===== src/rtl/card_dealer.sv =====
// Card dealer: random draw from a 52-card deck with linear-scan fallback after RETRY_MAX rejects.
// Define DEALER_INFINITE_DECK_EN to build an infinite deck (no bitmap, no SCAN state).
module card_dealer #(
    parameter int unsigned RETRY_MAX = 16
) (
    input  logic        clk,
    input  logic        rst_n,
    input  logic [31:0] rand_in,
    input  logic        deal_req,
    input  logic        shuffle,
    output logic        card_valid,
    output logic [1:0]  card_suit,
    output logic [3:0]  card_rank,
    output logic [3:0]  card_points,
    output logic [5:0]  cards_left,
    output logic        deck_empty,
    output logic        busy,
    output logic        empty_err
);
    localparam int unsigned RW = $clog2(RETRY_MAX + 1);

`ifdef DEALER_INFINITE_DECK_EN
    typedef enum logic [1:0] {IDLE, DRAW} state_t;
`else
    typedef enum logic [1:0] {IDLE, DRAW, SCAN} state_t;
`endif

    state_t        state, next_state;
    logic [RW-1:0] retry_cnt;
    logic [5:0]    draw_idx, sel_idx, rem;
    logic          draw_ok, accept, reject, to_scan, err_set;
    logic [1:0]    dec_suit;
    logic [3:0]    dec_rank, dec_points;
    logic [25:0]   unused_rand_bits;

    assign draw_idx         = rand_in[5:0];
    assign unused_rand_bits = rand_in[31:6];
    assign busy             = (state != IDLE);

`ifdef DEALER_INFINITE_DECK_EN
    assign draw_ok    = (draw_idx < 6'd52);
    assign cards_left = 6'd52;
    assign deck_empty = 1'b0;
`else
    logic [51:0] used;
    logic [63:0] used_ext;
    logic [5:0]  scan_ptr;
    logic [5:0]  left_q;

    // Out-of-range indices read as "used" so a single lookup covers both reject causes
    assign used_ext   = {12'hFFF, used};
    assign draw_ok    = !used_ext[draw_idx];
    assign cards_left = left_q;
    assign deck_empty = (left_q == 6'd0);
`endif

    always_ff @(posedge clk) begin
        if (!rst_n) begin
            state <= IDLE;
        end else begin
            state <= next_state;
        end
    end

    always_comb begin
        next_state = state;
        accept     = 1'b0;
        reject     = 1'b0;
        to_scan    = 1'b0;
        err_set    = 1'b0;
        sel_idx    = draw_idx;
        case (state)
            IDLE: begin
                if (deal_req) begin
                    if (deck_empty) begin
                        err_set = 1'b1;
                    end else begin
                        next_state = DRAW;
                    end
                end
            end
            DRAW: begin
                if (draw_ok) begin
                    accept     = 1'b1;
                    next_state = IDLE;
                end else if (retry_cnt == RW'(RETRY_MAX - 1)) begin
`ifdef DEALER_INFINITE_DECK_EN
                    // Any index below 32 is valid with replacement, so fold the draw
                    accept     = 1'b1;
                    sel_idx    = {1'b0, draw_idx[4:0]};
                    next_state = IDLE;
`else
                    to_scan    = 1'b1;
                    next_state = SCAN;
`endif
                end else begin
                    reject = 1'b1;
                end
            end
`ifndef DEALER_INFINITE_DECK_EN
            SCAN: begin
                sel_idx = scan_ptr;
                if (!used_ext[scan_ptr]) begin
                    accept     = 1'b1;
                    next_state = IDLE;
                end
            end
`endif
            default: next_state = IDLE;
        endcase
        if (shuffle) begin
            next_state = IDLE;
            accept     = 1'b0;
            reject     = 1'b0;
            to_scan    = 1'b0;
            err_set    = 1'b0;
        end
    end

    // Index -> suit/rank by subtracting whole suits instead of dividing by 13
    always_comb begin
        dec_suit = 2'd0;
        rem      = sel_idx;
        if (sel_idx >= 6'd39) begin
            dec_suit = 2'd3;
            rem      = sel_idx - 6'd39;
        end else if (sel_idx >= 6'd26) begin
            dec_suit = 2'd2;
            rem      = sel_idx - 6'd26;
        end else if (sel_idx >= 6'd13) begin
            dec_suit = 2'd1;
            rem      = sel_idx - 6'd13;
        end
        dec_rank = 4'(rem + 6'd1);
        if (dec_rank == 4'd1) begin
            dec_points = 4'd11;
        end else if (dec_rank > 4'd10) begin
            dec_points = 4'd10;
        end else begin
            dec_points = dec_rank;
        end
    end

    always_ff @(posedge clk) begin
        if (!rst_n) begin
            retry_cnt   <= '0;
            card_valid  <= 1'b0;
            empty_err   <= 1'b0;
            card_suit   <= '0;
            card_rank   <= '0;
            card_points <= '0;
`ifndef DEALER_INFINITE_DECK_EN
            used        <= '0;
            left_q      <= 6'd52;
            scan_ptr    <= '0;
`endif
        end else begin
            card_valid <= accept;
            empty_err  <= err_set;
            if (accept) begin
                card_suit   <= dec_suit;
                card_rank   <= dec_rank;
                card_points <= dec_points;
            end
            if (shuffle || accept || to_scan) begin
                retry_cnt <= '0;
            end else if (reject) begin
                retry_cnt <= retry_cnt + RW'(1);
            end
`ifndef DEALER_INFINITE_DECK_EN
            if (shuffle) begin
                used     <= '0;
                left_q   <= 6'd52;
                scan_ptr <= '0;
            end else begin
                if (accept) begin
                    used   <= used | (52'd1 << sel_idx);
                    left_q <= left_q - 6'd1;
                end
                if (to_scan) begin
                    scan_ptr <= (draw_idx < 6'd52) ? draw_idx : 6'd0;
                end else if (state == SCAN && !accept) begin
                    scan_ptr <= (scan_ptr == 6'd51) ? 6'd0 : scan_ptr + 6'd1;
                end
            end
`endif
        end
    end
endmodule


===== config.mk =====
export PLATFORM = sky130hd
export DESIGN_NAME = card_dealer
export DESIGN_NICKNAME = d
export VERILOG_FILES = /design/src/rtl/card_dealer.sv
export SDC_FILE = /design/constraint.sdc
export NUM_CORES = 1
export LEC_CHECK = 0
export BUFFER_PORTS_ARGS = -buffer_cell sky130_fd_sc_hd__buf_2
export CAP_MARGIN = 30
export CORE_MARGIN = 5
export CORE_UTILIZATION = 56
export CTS_CLUSTER_SIZE = 40
export DETAILED_ROUTE_END_ITERATION = 10
export GPL_ROUTABILITY_DRIVEN = 0
export PLACE_DENSITY = 0.77
export REMOVE_ABC_BUFFERS = 1
export SYNTH_ARGS = -nofsm -noshare
export SYNTH_HDL_FRONTEND = slang
export SYNTH_SLANG_ARGS = --single-unit

===== constraint.sdc =====
create_clock -name clk -period 6.7 [get_ports clk]
set_input_delay 1.005 -clock clk [delete_from_list [all_inputs] [get_ports clk]]
set_output_delay 1.005 -clock clk [all_outputs]
set_load 0.02 [all_outputs]

## Word level (Yosys, flattened, before mapping)

Index checks and enable logic that the tools add are counted.

- $add $sub $neg: 7
- Order comparisons: 7
- Equal/unequal tests: 9
- Shift-type cells: 1
- Muxes and demuxes: 36
- Bitwise operators: 4
- Reductions and logical operators: 12

Operator list:

| operator | number |
|---|---|
| $or 52x52->52 | 1 |
| $shl 1x6->52 const A | 1 |
| $mux 6 | 5 |
| $mux 4 | 5 |
| $mux 1 | 15 |
| $lt 6x7->1 const B | 2 |
| $mux 2 | 7 |
| $bmux 1 s6 | 2 |
| $sub 4x4->4 const B | 2 |
| $add 6x1->6 const B | 1 |
| $eq 6x6->1 const B | 1 |
| $ge 6x4->1 const B | 1 |
| $ge 6x5->1 const B | 1 |
| $ge 6x6->1 const B | 1 |
| $logic_not 6->1 | 1 |
| $lt 6x6->1 const B | 1 |
| $ne 2x2->1 const B | 3 |
| $pmux 2 s3 | 1 |
| $sub 6x1->6 const B | 1 |
| $add 5x1->5 const B | 1 |
| $eq 5x4->1 const B | 1 |
| $add 4x1->4 const B | 1 |
| $eq 4x1->1 const B | 1 |
| $gt 4x4->1 const B | 1 |
| 14 further kinds | 19 |

- Register bits after elaboration: 83
- Input bits: 36
- Output and inout bits: 20
- Logic and storage cells: 86

## Depth between registers and ports, before layout

Gate-level depths: netlist of run 1.

- Depth in word-level cells: 10
- Depth in mapped cells: 14
- Gate-level depth less buffers: 13

## Worst setup path before layout of run 1

Ideal clock, no wire load.

- Path type: input to register
- Start: input port rand_in[0]
- End: register scan_ptr[1]
- Library setup time: 0.130 ns
- Data arrival time: 3.272 ns
- Required time: 6.570 ns
- Setup slack: 3.298 ns
- Stages: 10
- Buffers on the path: 2
- Path through: buf_6 buf_8 mux4_1 a221oi_2 o21ai_1 a221o_2 a31oi_4 mux2_4 nor2_2 a211oi_2

- Cells in the longest elaborated chain, start to end: 8
- Elaborated cells between the ends (all ways): 14
- Those cells by class: order compare: 1; mux: 10; reduce/logical: 3

RTL lines:

| what | RTL line | text |
|---|---|---|
| start, declared | 8 | `input logic [31:0] rand_in,` |
| $bmux 1 s6 | 52 | `assign draw_ok = !used_ext[draw_idx];` |
| $mux 1 (not written as such) | 52 |  |
| $mux 1 | 83 | `if (draw_ok) begin` |
| $pmux 1 s2 | 72 | `case (state)` |
| $mux 1 | 111 | `if (shuffle) begin` |
| $logic_not 1->1 | 182 | `end else if (state == SCAN && !accept) begin` |
| $logic_and 1x1->1 | 182 |  |
| $reduce_bool 2->1 (no line) | n/a |  |
| end signal, assigned | 181 | `scan_ptr <= (draw_idx < 6'd52) ? draw_idx : 6'd0;` |
| end signal, assigned | 183 | `scan_ptr <= (scan_ptr == 6'd51) ? 6'd0 : scan_ptr + 6'd1;` |
| end, declared | 47 | `logic [5:0] scan_ptr;` |

Parallel ways exist; a longest one is shown, timed or not. The select of a mux whose other input is x is not followed.
A chain may end at the register's enable or synchronous reset.

## Worst setup path in the final report of run 1

- Start: input port rand_in[1]
- End: register card_points[1]

- Cells in the longest elaborated chain, start to end: 9
- Elaborated cells between the ends (all ways): 20
- Those cells by class: add/sub: 4; order compare: 4; eq/ne: 1; mux: 11

RTL lines:

| what | RTL line | text |
|---|---|---|
| $mux 6 | 72 |  |
| $ge 6x4->1 or $sub 4x4->4 (tied branches) | 130, 132 |  |
| $mux 4 | 130 | `end else if (sel_idx >= 6'd13) begin` |
| $mux 4 | 127 | `end else if (sel_idx >= 6'd26) begin` |
| $mux 4 | 124 | `if (sel_idx >= 6'd39) begin` |
| $add 4x1->4 | 134 | `dec_rank = 4'(rem + 6'd1);` |
| $gt 4x4->1 | 137 | `end else if (dec_rank > 4'd10) begin` |
| $mux 4 | 137 |  |
| $mux 4 | 135 | `if (dec_rank == 4'd1) begin` |
| end signal, assigned | 163 | `card_points <= dec_points;` |
| end, declared | 14 | `output logic [3:0] card_points,` |

Parallel ways exist; a longest one is shown, timed or not. The select of a mux whose other input is x is not followed.

==> impl_metrics.toml, run 1 <==
[timing]
setup-tns-final_ns = 0
setup_viol = 0
slew_violations = 0
grt_setup_unrepaired = "false"
clock_skew_ns = 0.0121
hold_viol_final = 0
slew_headroom_pct = 27.5
setup_slack_ns = 2.48
period_needed_ns = 4.22
fin_crit_sh_pct = 62.9
max_freq_mhz = 237
worst_slew_pin_slew_ns = 1.06

[pwr]
clockPowerShare_pct = 36.2
irDropWorstVdd_mv = 0.126
sw_frac_of_total_pct = 28.6
leakagePower_nw = 1.99
power.internal_mw = 0.665
p_per_area_nw_per_um2 = 178
switchingPower_mw = 0.266
comb_power_share_pct = 10.7
pwr-share-seq_pct = 53.1

[critical_path]
cp.required_ns = 6.99
cp_data_arrival_time_ns = 4.50
reg2reg_from = "state[0]$_SDFFE_PP0P_"
timing.critical_path.from = "rand_in[1]"
crit_type = "in2reg"
ff2ff_setup_slack_ns = 2.67
r2r_cells = 12
r2r_end = "card_points[1]$_SDFFE_PN0P_"
crit_fanout = 11
cp-start-kind = "primary input"
crit_path_end = "card_points[1]$_SDFFE_PN0P_"
cp-end-kind = "flop"

[detailed_routing]
wire_per_inst_um = 18.4
vias = 4257
drtIter0Drc = 548
drtPass1Iterations = 6
routed_wl_um = 12200
drc = 0
postRouteAntennaNets = 0
viasPerCell = 6.45

[finish]
layout-drive-gt1-share_pct = 16.5
nFillCells = 750
n_antenna_cell = 0
area.growth.synth_to_final_pct = 6.24
finalInstanceArea_um2 = 5220
nNetsFinal = 597

[clock_network]
cts_buffer_depth = 2
htreeDepth = 3
cts_tree = "yes"
cts_made_buffers = 9
post-cts-setup-buffers = 0
clk_latency_ns = 0.36
cts.sinks = 83
hold_buffers = 0
root_buffer = "clkbuf_8"
cts-resized-gates = 0
clk_pin_slew_ns = 0.09

[synth]
ys_warn_count = 0
synth_edf_count = 0
ys_seq_area_share_pct = 33.8
yosys-top-cells-area = "dfxtp_1 (34%), mux4_1 (7.0%), mux4_2 (6.4%)"
syn_area_um2 = 4910
ys_seq_elements = 83
synth.distinct_cells = 61
syn_area_per_cell_um2 = 9.08
synthCells = 541
synth_common_cells = "dfxtp_1 (83), nor2_1 (83), a21oi_1 (61), nand2_1 (38), inv_1 (18)"
synthArstFlopShare_pct = 0
yosys_most_used_dff = "dfxtp_1"
synth_top_area_cell = "dfxtp_1"
synth_top_area_share_pct = 33.8

[global_routing]
grt_max_degree = 46
grt_pass1_wl_um = 20300
antenna_found_initial = 0
grt_use_total_pct = 22.5
first_global_vias = 4025
overflow = 0

[floorplanning]
die_h_um = 104
pin_count = 56
num_rows = 34
die_w_um = 104
die-area_um2 = 10700
core_region_area_um2 = 8640
start_util_pct = 56.9

[job]
drv_cap = 0

[place]
place_area_um2 = 5030
hpwl_um = 8490
portBuffers = 29
place_ws_ns = 2.27

[outcome]
status = "finished clean"

[worst_hold_path]
hp-class = "reg2reg"
==> worst max-delay path, cell delays in order <==
cell	delay (ns)
buf_2	0.20
mux2i_1	0.82
inv_1	0.42
o211ai_1	0.33
a211oi_1	0.13
a2111oi_2	0.57
ha_1	0.29
nor3_1	0.08
or2_2	0.32
o21a_1	0.17
a31oi_1	0.15
==> state kept, by name, summed over array words and instances (netlist names) <==
signal / cells
retry_cnt: 5
card_rank: 4
empty_err: 1
card_suit: 2
card_points: 4
cards_left: 6
scan_ptr: 6
card_valid: 1
used: 52
state: 2
==> stage by stage <==
stage               hold WS, ns  utilization, %  cells  power [mW]
floorplan                 0.431               -    500       0.569
global placement          0.441            57.7    641       0.598
detailed placement        0.452            58.3    643       0.602
CTS                       0.473            60.3    659       0.934
global route              0.481            60.4    660       0.968
finish                    0.470            60.4    660       0.931
==> power by group through the flow <==
stage          sequential, mW  clock, mW  combinational [mW]
2_1_floorplan           0.506          0              0.0629
6_report                0.494      0.337              0.0994
5_1_grt                 0.495      0.366               0.108
4_1_cts                 0.494      0.343              0.0967
3_3_place_gp            0.506          0              0.0925
3_5_place_dp            0.506          0              0.0963
==> placed cells by master, fill, tap and decap left out, types with 10 or more instances in the layout <==
| master | synthesis | layout |
|---|---|---|
| buf_2 | 15 | 29 |
| a21oi_1 | 61 | 61 |
| nor3_1 | 12 | 12 |
| ha_1 | 14 | 14 |
| and3_1 | 10 | 10 |
| mux2i_1 | 16 | 16 |
| mux4_2 | 14 | 14 |
| a211oi_1 | 10 | 10 |
| nor2_1 | 83 | 83 |
| mux4_1 | 13 | 13 |
| inv_1 | 18 | 18 |
| o21ai_0 | 10 | 10 |
| dfxtp_1 | 83 | 83 |
| nand2_1 | 38 | 38 |
| o21a_1 | 13 | 13 |
==> area by class of cell <==
type | count | area [µm²] | share of cell area, %
well taps | 108 | 135 | 2.59
repair buffers | 36 | 228 | 4.37
inverters | 19 | 71.3 | 1.37
multi-input cells | 398 | 2940 | 56.4
flip-flops and latches | 83 | 1660 | 31.9
clock inverters | 6 | 50.0 | 0.959
clock buffers | 10 | 128 | 2.45
==> how the worst min path moves through the flow <==
stage / from / end / cells past startpoint
2_1_floorplan: used[15]$_SDFFE_PP0P_ / used[15]$_SDFFE_PP0P_ / 2
3_3_place_gp: card_points[0]$_SDFFE_PN0P_ / card_points[0]$_SDFFE_PN0P_ / 2
3_5_place_dp: card_points[0]$_SDFFE_PN0P_ / card_points[0]$_SDFFE_PN0P_ / 2
4_1_cts: card_points[0]$_SDFFE_PN0P_ / card_points[0]$_SDFFE_PN0P_ / 2
5_1_grt: card_points[0]$_SDFFE_PN0P_ / card_points[0]$_SDFFE_PN0P_ / 2
6_report: card_points[0]$_SDFFE_PN0P_ / card_points[0]$_SDFFE_PN0P_ / 2
==> cell families (layout without fill, tap and decap cells) <==
logic type | Yosys count | after routing | synth area share (%)
DFF | 83 | 83 | 33.8
muxes | 52 | 52 | 18.9
xor gates and xnor gates | 7 | 7 | 1.25
and+or+nand+nor | 191 | 191 | 17.9
buffers and inverters | 60 | 71 | 6.27
AOI/OAI and AO/OA | 134 | 134 | 18.3
adders and majority gates | 14 | 14 | 3.57
==> layer usage <==
layer	part of all wire (%)	up-vias	GRT usage [%]
li1	-	1986	-
met1	42	2035	29.4
met4	2.5	0	8.15
met5	0	-	2.38
met3	8.0	30	3.98
met2	48	206	36.9
No activity file was read; power rests on OpenSTA's default activity.
==> run 2, diff against run 1 <==
--- a/config.mk
+++ b/config.mk
@@ -5,6 +5,7 @@
 export SDC_FILE = /design/constraint.sdc
 export NUM_CORES = 1
 export LEC_CHECK = 0
+export ABC_AREA = 1
 export BUFFER_PORTS_ARGS = -buffer_cell sky130_fd_sc_hd__buf_2
 export CAP_MARGIN = 30
 export CORE_MARGIN = 5
@@ -12,7 +13,7 @@
 export CTS_CLUSTER_SIZE = 40
 export DETAILED_ROUTE_END_ITERATION = 10
 export GPL_ROUTABILITY_DRIVEN = 0
-export PLACE_DENSITY = 0.77
+export PLACE_DENSITY = 0.76
 export REMOVE_ABC_BUFFERS = 1
 export SYNTH_ARGS = -nofsm -noshare
 export SYNTH_HDL_FRONTEND = slang
==> constraint.sdc (replaced) <==
create_clock -name clk -period 4.3 [get_ports clk]
set_input_delay 0.645 -clock clk [delete_from_list [all_inputs] [get_ports clk]]
set_output_delay 0.645 -clock clk [all_outputs]
set_load 0.02 [all_outputs]
==> impl_metrics.toml, run 2 <==
[synth]
synth.most_common_cell = "nand2_1"
synthArstFlopShare_pct = 0
synth_edf_count = 0
ys_seq_elements = 83
synth_common_cells = "nand2_1 (199), inv_1 (105), a21oi_1 (103), dfxtp_1 (83), nand3_1 (67)"
synthCells = 842
synth_top_area_cell = "dfxtp_1"
ys_warn_count = 0
synth.distinct_cells = 38
yosys_most_used_dff = "dfxtp_1"
ys_seq_area_share_pct = 30.9
yosys-top-cells-area = "dfxtp_1 (31%), nand2_1 (14%), a21oi_1 (9.6%)"
synth_top_area_share_pct = 30.9
syn_area_um2 = 5370
syn_area_per_cell_um2 = 6.38

[timing]
max_freq_mhz = 288
clock_skew_ns = 0.0153
fin_crit_sh_pct = 80.7
setup_slack_ns = 0.829
grt_setup_unrepaired = "false"
setup-tns-final_ns = 0
worst_slew_pin_slew_ns = 0.813
slew_headroom_pct = 45.6
slew_violations = 0
period_needed_ns = 3.47
setup_viol = 0
hold_viol_final = 0

[critical_path]
r2r_cells = 19
reg2reg_from = "state[0]$_SDFFE_PP0P_"
timing.critical_path.from = "state[0]$_SDFFE_PP0P_"
ff2ff_setup_slack_ns = 0.83
cp-start-kind = "flop"
cp_data_arrival_time_ns = 3.74
crit_type = "reg2reg"
cp.required_ns = 4.56
r2r_end = "card_points[1]$_SDFFE_PN0P_"
crit_fanout = 13
cp-end-kind = "flop"

[global_routing]
grt_max_degree = 56
grt_pass1_wl_um = 24500
overflow = 0
antenna_found_initial = 0
grt_use_total_pct = 26.0
first_global_vias = 5079

[detailed_routing]
vias = 5565
postRouteAntennaNets = 0
wire_per_inst_um = 15.1
drc = 0
routed_wl_um = 14900
drtIter0Drc = 613
viasPerCell = 5.66
drtPass1Iterations = 6

[finish]
area.growth.synth_to_final_pct = 6.31
nNetsFinal = 899
multi_input_area_um2 = 3000
final_common_cell = "nand2_1"
largest_reg_flops = 52
regMostFlops = "used"
nFillCells = 896
instances_no_fill = 983
seqCellArea_um2 = 1660
layout-drive-gt1-share_pct = 11.1
layout_common_cells = "nand2_1 (199), inv_1 (105), a21oi_1 (103)"
n_antenna_cell = 0

[floorplanning]
pin_count = 56
num_rows = 35
die-area_um2 = 11700
core_region_area_um2 = 9280
die_w_um = 108
start_util_pct = 57.9
die_h_um = 108

[place]
place_ws_ns = 0.878
placed_cells = 967
portBuffers = 29
hpwl_um = 10300

[clock_network]
clk_latency_ns = 0.36
root_buffer = "clkbuf_8"
htreeDepth = 3
clk_pin_slew_ns = 0.09
cts-resized-gates = 0
cts.sinks = 83
cts_buffer_depth = 2
post-cts-setup-buffers = 0
hold_buffers = 0
cts_tree = "yes"
cts_made_buffers = 9

[worst_hold_path]
min_path_cells = 2
hp-class = "reg2reg"
min_from = "used[39]$_SDFFE_PP0P_"
holdPathEnd = "used[39]$_SDFFE_PP0P_"

[pwr]
leakagePower_nw = 2.34
power_mw = 1.64
switchingPower_mw = 0.467
p_per_area_nw_per_um2 = 287
sw_frac_of_total_pct = 28.4
comb_power_share_pct = 13.3
pwr-share-seq_pct = 47.0
clockPowerShare_pct = 39.8
irDropWorstVdd_mv = 0.226
power.internal_mw = 1.18

[job]
drv_cap = 0

[outcome]
status = "finished clean"
-- run 2: cell count changes after synthesis, sizes merged, moves of 18 or more --
cell    delta
mux4      -27
inv       +97
nor3      +22
nand2    +177
nand3     +63
a21oi     +44
o21ai     +38
nor2      -21
o211ai    +18
-- run 2: power groups by stage --
stage	sequential [mW]	combinational, mW	clock [mW]
3_5_place_dp	0.789	0.213	0
3_3_place_gp	0.789	0.208	0
4_1_cts	0.771	0.214	0.659
6_report	0.771	0.218	0.653
5_1_grt	0.772	0.242	0.697
2_1_floorplan	0.791	0.146	0
-- run 2: logic make-up after synthesis --
group	count (synthesis)	synth area share (%)
simple gates	399	33.2
compound gates	179	18.0
buf+inv	159	13.3
flops	83	30.9
fa+ha+maj	14	3.26
xor+xnor	7	1.14
mux	1	0.186
-- run 2: cell type report --
type / instances / share of cell area (%)
clock buffers: 11 / 2.47
multi-input cells: 600 / 52.5
flip-flops and latches: 83 / 29.1
well taps: 129 / 2.83
inverters: 117 / 7.73
clock inverters: 5 / 1.49
repair buffers: 38 / 3.94
-- run 2: critical path, stage by stage, from the launching register on --
cell	delay, ns
dfxtp_1	0.32
inv_1	0.12
ha_1	0.42
inv_1	0.18
nand2_1	0.09
nand2_1	0.32
inv_2	0.28
nor2_2	0.08
a21oi_2	0.20
o21ai_0	0.22
nand2_1	0.18
inv_1	0.06
ha_1	0.19
nand3b_1	0.18
nand2_1	0.12
nor2_1	0.05
nand3_1	0.12
nand3_1	0.10
nand2_1	0.07
inv_1	0.04
-- run 2: through the flow --
step	hold WS, ns	instance area (µm²)	utilization (%)
2_1_floorplan	0.436	5100	-
3_3_place_gp	0.444	5490	59.1
3_5_place_dp	0.454	5490	59.1
4_1_cts	0.467	5710	61.5
5_1_grt	0.491	5710	61.5
6_report	0.464	5710	61.5
-- run 2: metal layers --
metal / share of wire (%) / global-route usage, %
met4: 1.7 / 7.21
met2: 47 / 43.2
met3: 8.8 / 4.96
met1: 43 / 34.6
met5: 0 / 0
-- run 2: worst max-delay path by stage --
stage | endpoint | slack (ns) | depth (start not counted)
after floorplan | card_points[0]$_SDFFE_PN0P_ | 1.16 | 21
after global placement | card_points[1]$_SDFFE_PN0P_ | 1.00 | 19
after detailed placement | card_points[1]$_SDFFE_PN0P_ | 0.88 | 19
after CTS | card_points[1]$_SDFFE_PN0P_ | 0.85 | 19
after global routing | card_points[0]$_SDFFE_PN0P_ | 0.36 | 22
final | card_points[1]$_SDFFE_PN0P_ | 0.83 | 19
==> run 3, diff against run 2 <==
--- a/config.mk
+++ b/config.mk
@@ -5,11 +5,11 @@
 export SDC_FILE = /design/constraint.sdc
 export NUM_CORES = 1
 export LEC_CHECK = 0
-export ABC_AREA = 1
+export ABC_AREA = 0
 export BUFFER_PORTS_ARGS = -buffer_cell sky130_fd_sc_hd__buf_2
 export CAP_MARGIN = 30
 export CORE_MARGIN = 5
-export CORE_UTILIZATION = 56
+export CORE_UTILIZATION = 53
 export CTS_CLUSTER_SIZE = 40
 export DETAILED_ROUTE_END_ITERATION = 10
 export GPL_ROUTABILITY_DRIVEN = 0
==> constraint.sdc (replaced) <==
create_clock -name clk -period 3.05 [get_ports clk]
set_input_delay 0.4575 -clock clk [delete_from_list [all_inputs] [get_ports clk]]
set_output_delay 0.4575 -clock clk [all_outputs]
set_load 0.02 [all_outputs]
==> impl_metrics.toml, run 3 (synthesis results as in run 1) <==
[finish]
final_common_cell = "nor2_1"
largest_reg_flops = 52
regMostFlops = "used"
layout_common_cells = "nor2_1 (83), dfxtp_1 (81), a21oi_1 (61)"
final_util_pct = 61.2
layout-drive-gt1-share_pct = 24.5
instances_no_fill = 699
n_antenna_cell = 0
nNetsFinal = 633
area.growth.synth_to_final_pct = 14.1

[timing]
max_freq_mhz = 334
slew_violations = 0
fin_crit_sh_pct = 98.2
setup_viol = 0
clock_skew_ns = 0.00953
period_needed_ns = 3.00
grt_setup_unrepaired = "true"
slew_headroom_pct = 52.6
worst_slew_pin_slew_ns = 0.708
setup_slack_ns = 0.0549
hold_viol_final = 0

[critical_path]
cp.required_ns = 3.35
crit_type = "reg2reg"
cp-start-kind = "flop"
cp-end-kind = "flop"
cp_data_arrival_time_ns = 3.29
crit_fanout = 13

[outcome]
status = "finished clean"

[global_routing]
met3_usage_pct = 4.92
grt_use_met2_pct = 38.8
first_global_vias = 4169
overflow = 0
grt_max_degree = 32
met1_usage_pct = 28.8
grt_pass1_wl_um = 20600
antenna_found_initial = 0
grt_use_total_pct = 22.9
grt_most_used_layer = "met2"

[clock_network]
clk_pin_slew_ns = 0.09
hold_buffers = 0
cts_buffer_depth = 2
htreeDepth = 3
cts_made_buffers = 9
clk_latency_ns = 0.37
cts_tree = "yes"
cts.sinks = 83
root_buffer = "clkbuf_8"

[pwr]
sw_frac_of_total_pct = 28.0
pwr-share-seq_pct = 48.9
comb_power_share_pct = 12.0
clockPowerShare_pct = 39.1
p_per_area_nw_per_um2 = 396
leakagePower_nw = 2.19
power.internal_mw = 1.60
switchingPower_mw = 0.620
irDropWorstVdd_mv = 0.274

[detailed_routing]
viasPerCell = 6.35
wire_per_inst_um = 18.7
vias = 4441
postRouteAntennaNets = 0
drtIter0Drc = 459
routed_wl_um = 13100
drtPass1Iterations = 5
drc = 0

[place]
hpwl_um = 9000
portBuffers = 29
placed_cells = 678
place_ws_ns = -0.222

[floorplanning]
die-area_um2 = 11300
die_w_um = 106
pin_count = 56
num_rows = 35
start_util_pct = 53.6
core_region_area_um2 = 9150
die_h_um = 106

[job]
drv_cap = 0

[worst_hold_path]
hp-class = "in2reg"
run 3: cell count changes in the layout (fill, tap and decap cells not counted), moves of 18 or more:
cell      before  now
inv_1        105   16
buf_4          8   39
a21oi_1      103   61
nor2_1        59   83
o21ai_0       39   10
nand2_1      199   37
nand3_1       67    9
o211ai_1      21    3
nor3_1        34   11
run 3: worst paths after layout:
kind / start / to / slack, ns / cells after the start
worst max-delay path: state[0]$_SDFFE_PP0P_ / card_points[0]$_SDFFE_PN0P_ / 0.05 / 13
worst min register to register: card_points[0]$_SDFFE_PN0P_ / card_points[0]$_SDFFE_PN0P_ / 0.47 / 2
worst min-delay path: deal_req / empty_err$_SDFF_PP0_ / 0.33 / 3
worst max register to register: state[0]$_SDFFE_PP0P_ / card_points[0]$_SDFFE_PN0P_ / 0.05 / 13
run 3: timing repair:
item                       4_1_cts  5_1_grt
gates resized for setup          3       19
buffers inserted                 0        4
setup endpoints to repair        3       16
cloned                           0        1
pin swaps                        0        5
run 3: metrics by stage:
stage	TNS, ns	instance area [µm²]	hold WS [ns]	total power, mW
CTS	0	5490	0.320	2.20
floorplan	-13.26	4670	0.431	1.25
finish	0	5600	0.330	2.22
global route	-0.307	5600	0.346	2.30
detailed placement	-6.91	5260	0.459	1.34
global placement	-3.08	5260	0.442	1.34
run 3: worst max-delay path, stage by stage (launching register included):
cell and delay [ns]:
dfxtp_1 0.40, inv_2 0.07, ha_4 0.19, mux2_4 0.38
inv_2 0.23, nand2_1 0.17, o22ai_2 0.27, a2111oi_4 0.13
ha_1 0.23, nor3_1 0.26, buf_4 0.16, o22ai_1 0.06
a21o_1 0.19, a32oi_1 0.17
run 3: power by group through the flow:
stage / Combinational [mW] / Clock (mW) / Sequential (mW)
after CTS: 0.237 / 0.878 / 1.09
after global routing: 0.286 / 0.924 / 1.09
after detailed placement: 0.233 / 0 / 1.11
after floorplan: 0.138 / 0 / 1.11
after global placement: 0.227 / 0 / 1.11
final: 0.266 / 0.867 / 1.09
run 3: area by class of cell:
class,instances,area (µm²)
clock buffer,10,138
clock inverter,6,75.1
fill,790,3550
inverter,19,71.3
multi-input combinational,398,3030
sequential,83,1660
tap,111,139
timing repair buffer,71,480
timing repair inverter,1,7.51
run 3: metal layers:
| metal | vias to the layer above | routed length, µm |
|---|---|---|
| met5 | - | 0 |
| met4 | 0 | 266 |
| met3 | 35 | 922 |
| met2 | 216 | 6310 |
| met1 | 2132 | 5570 |
| li1 | 2058 | - |
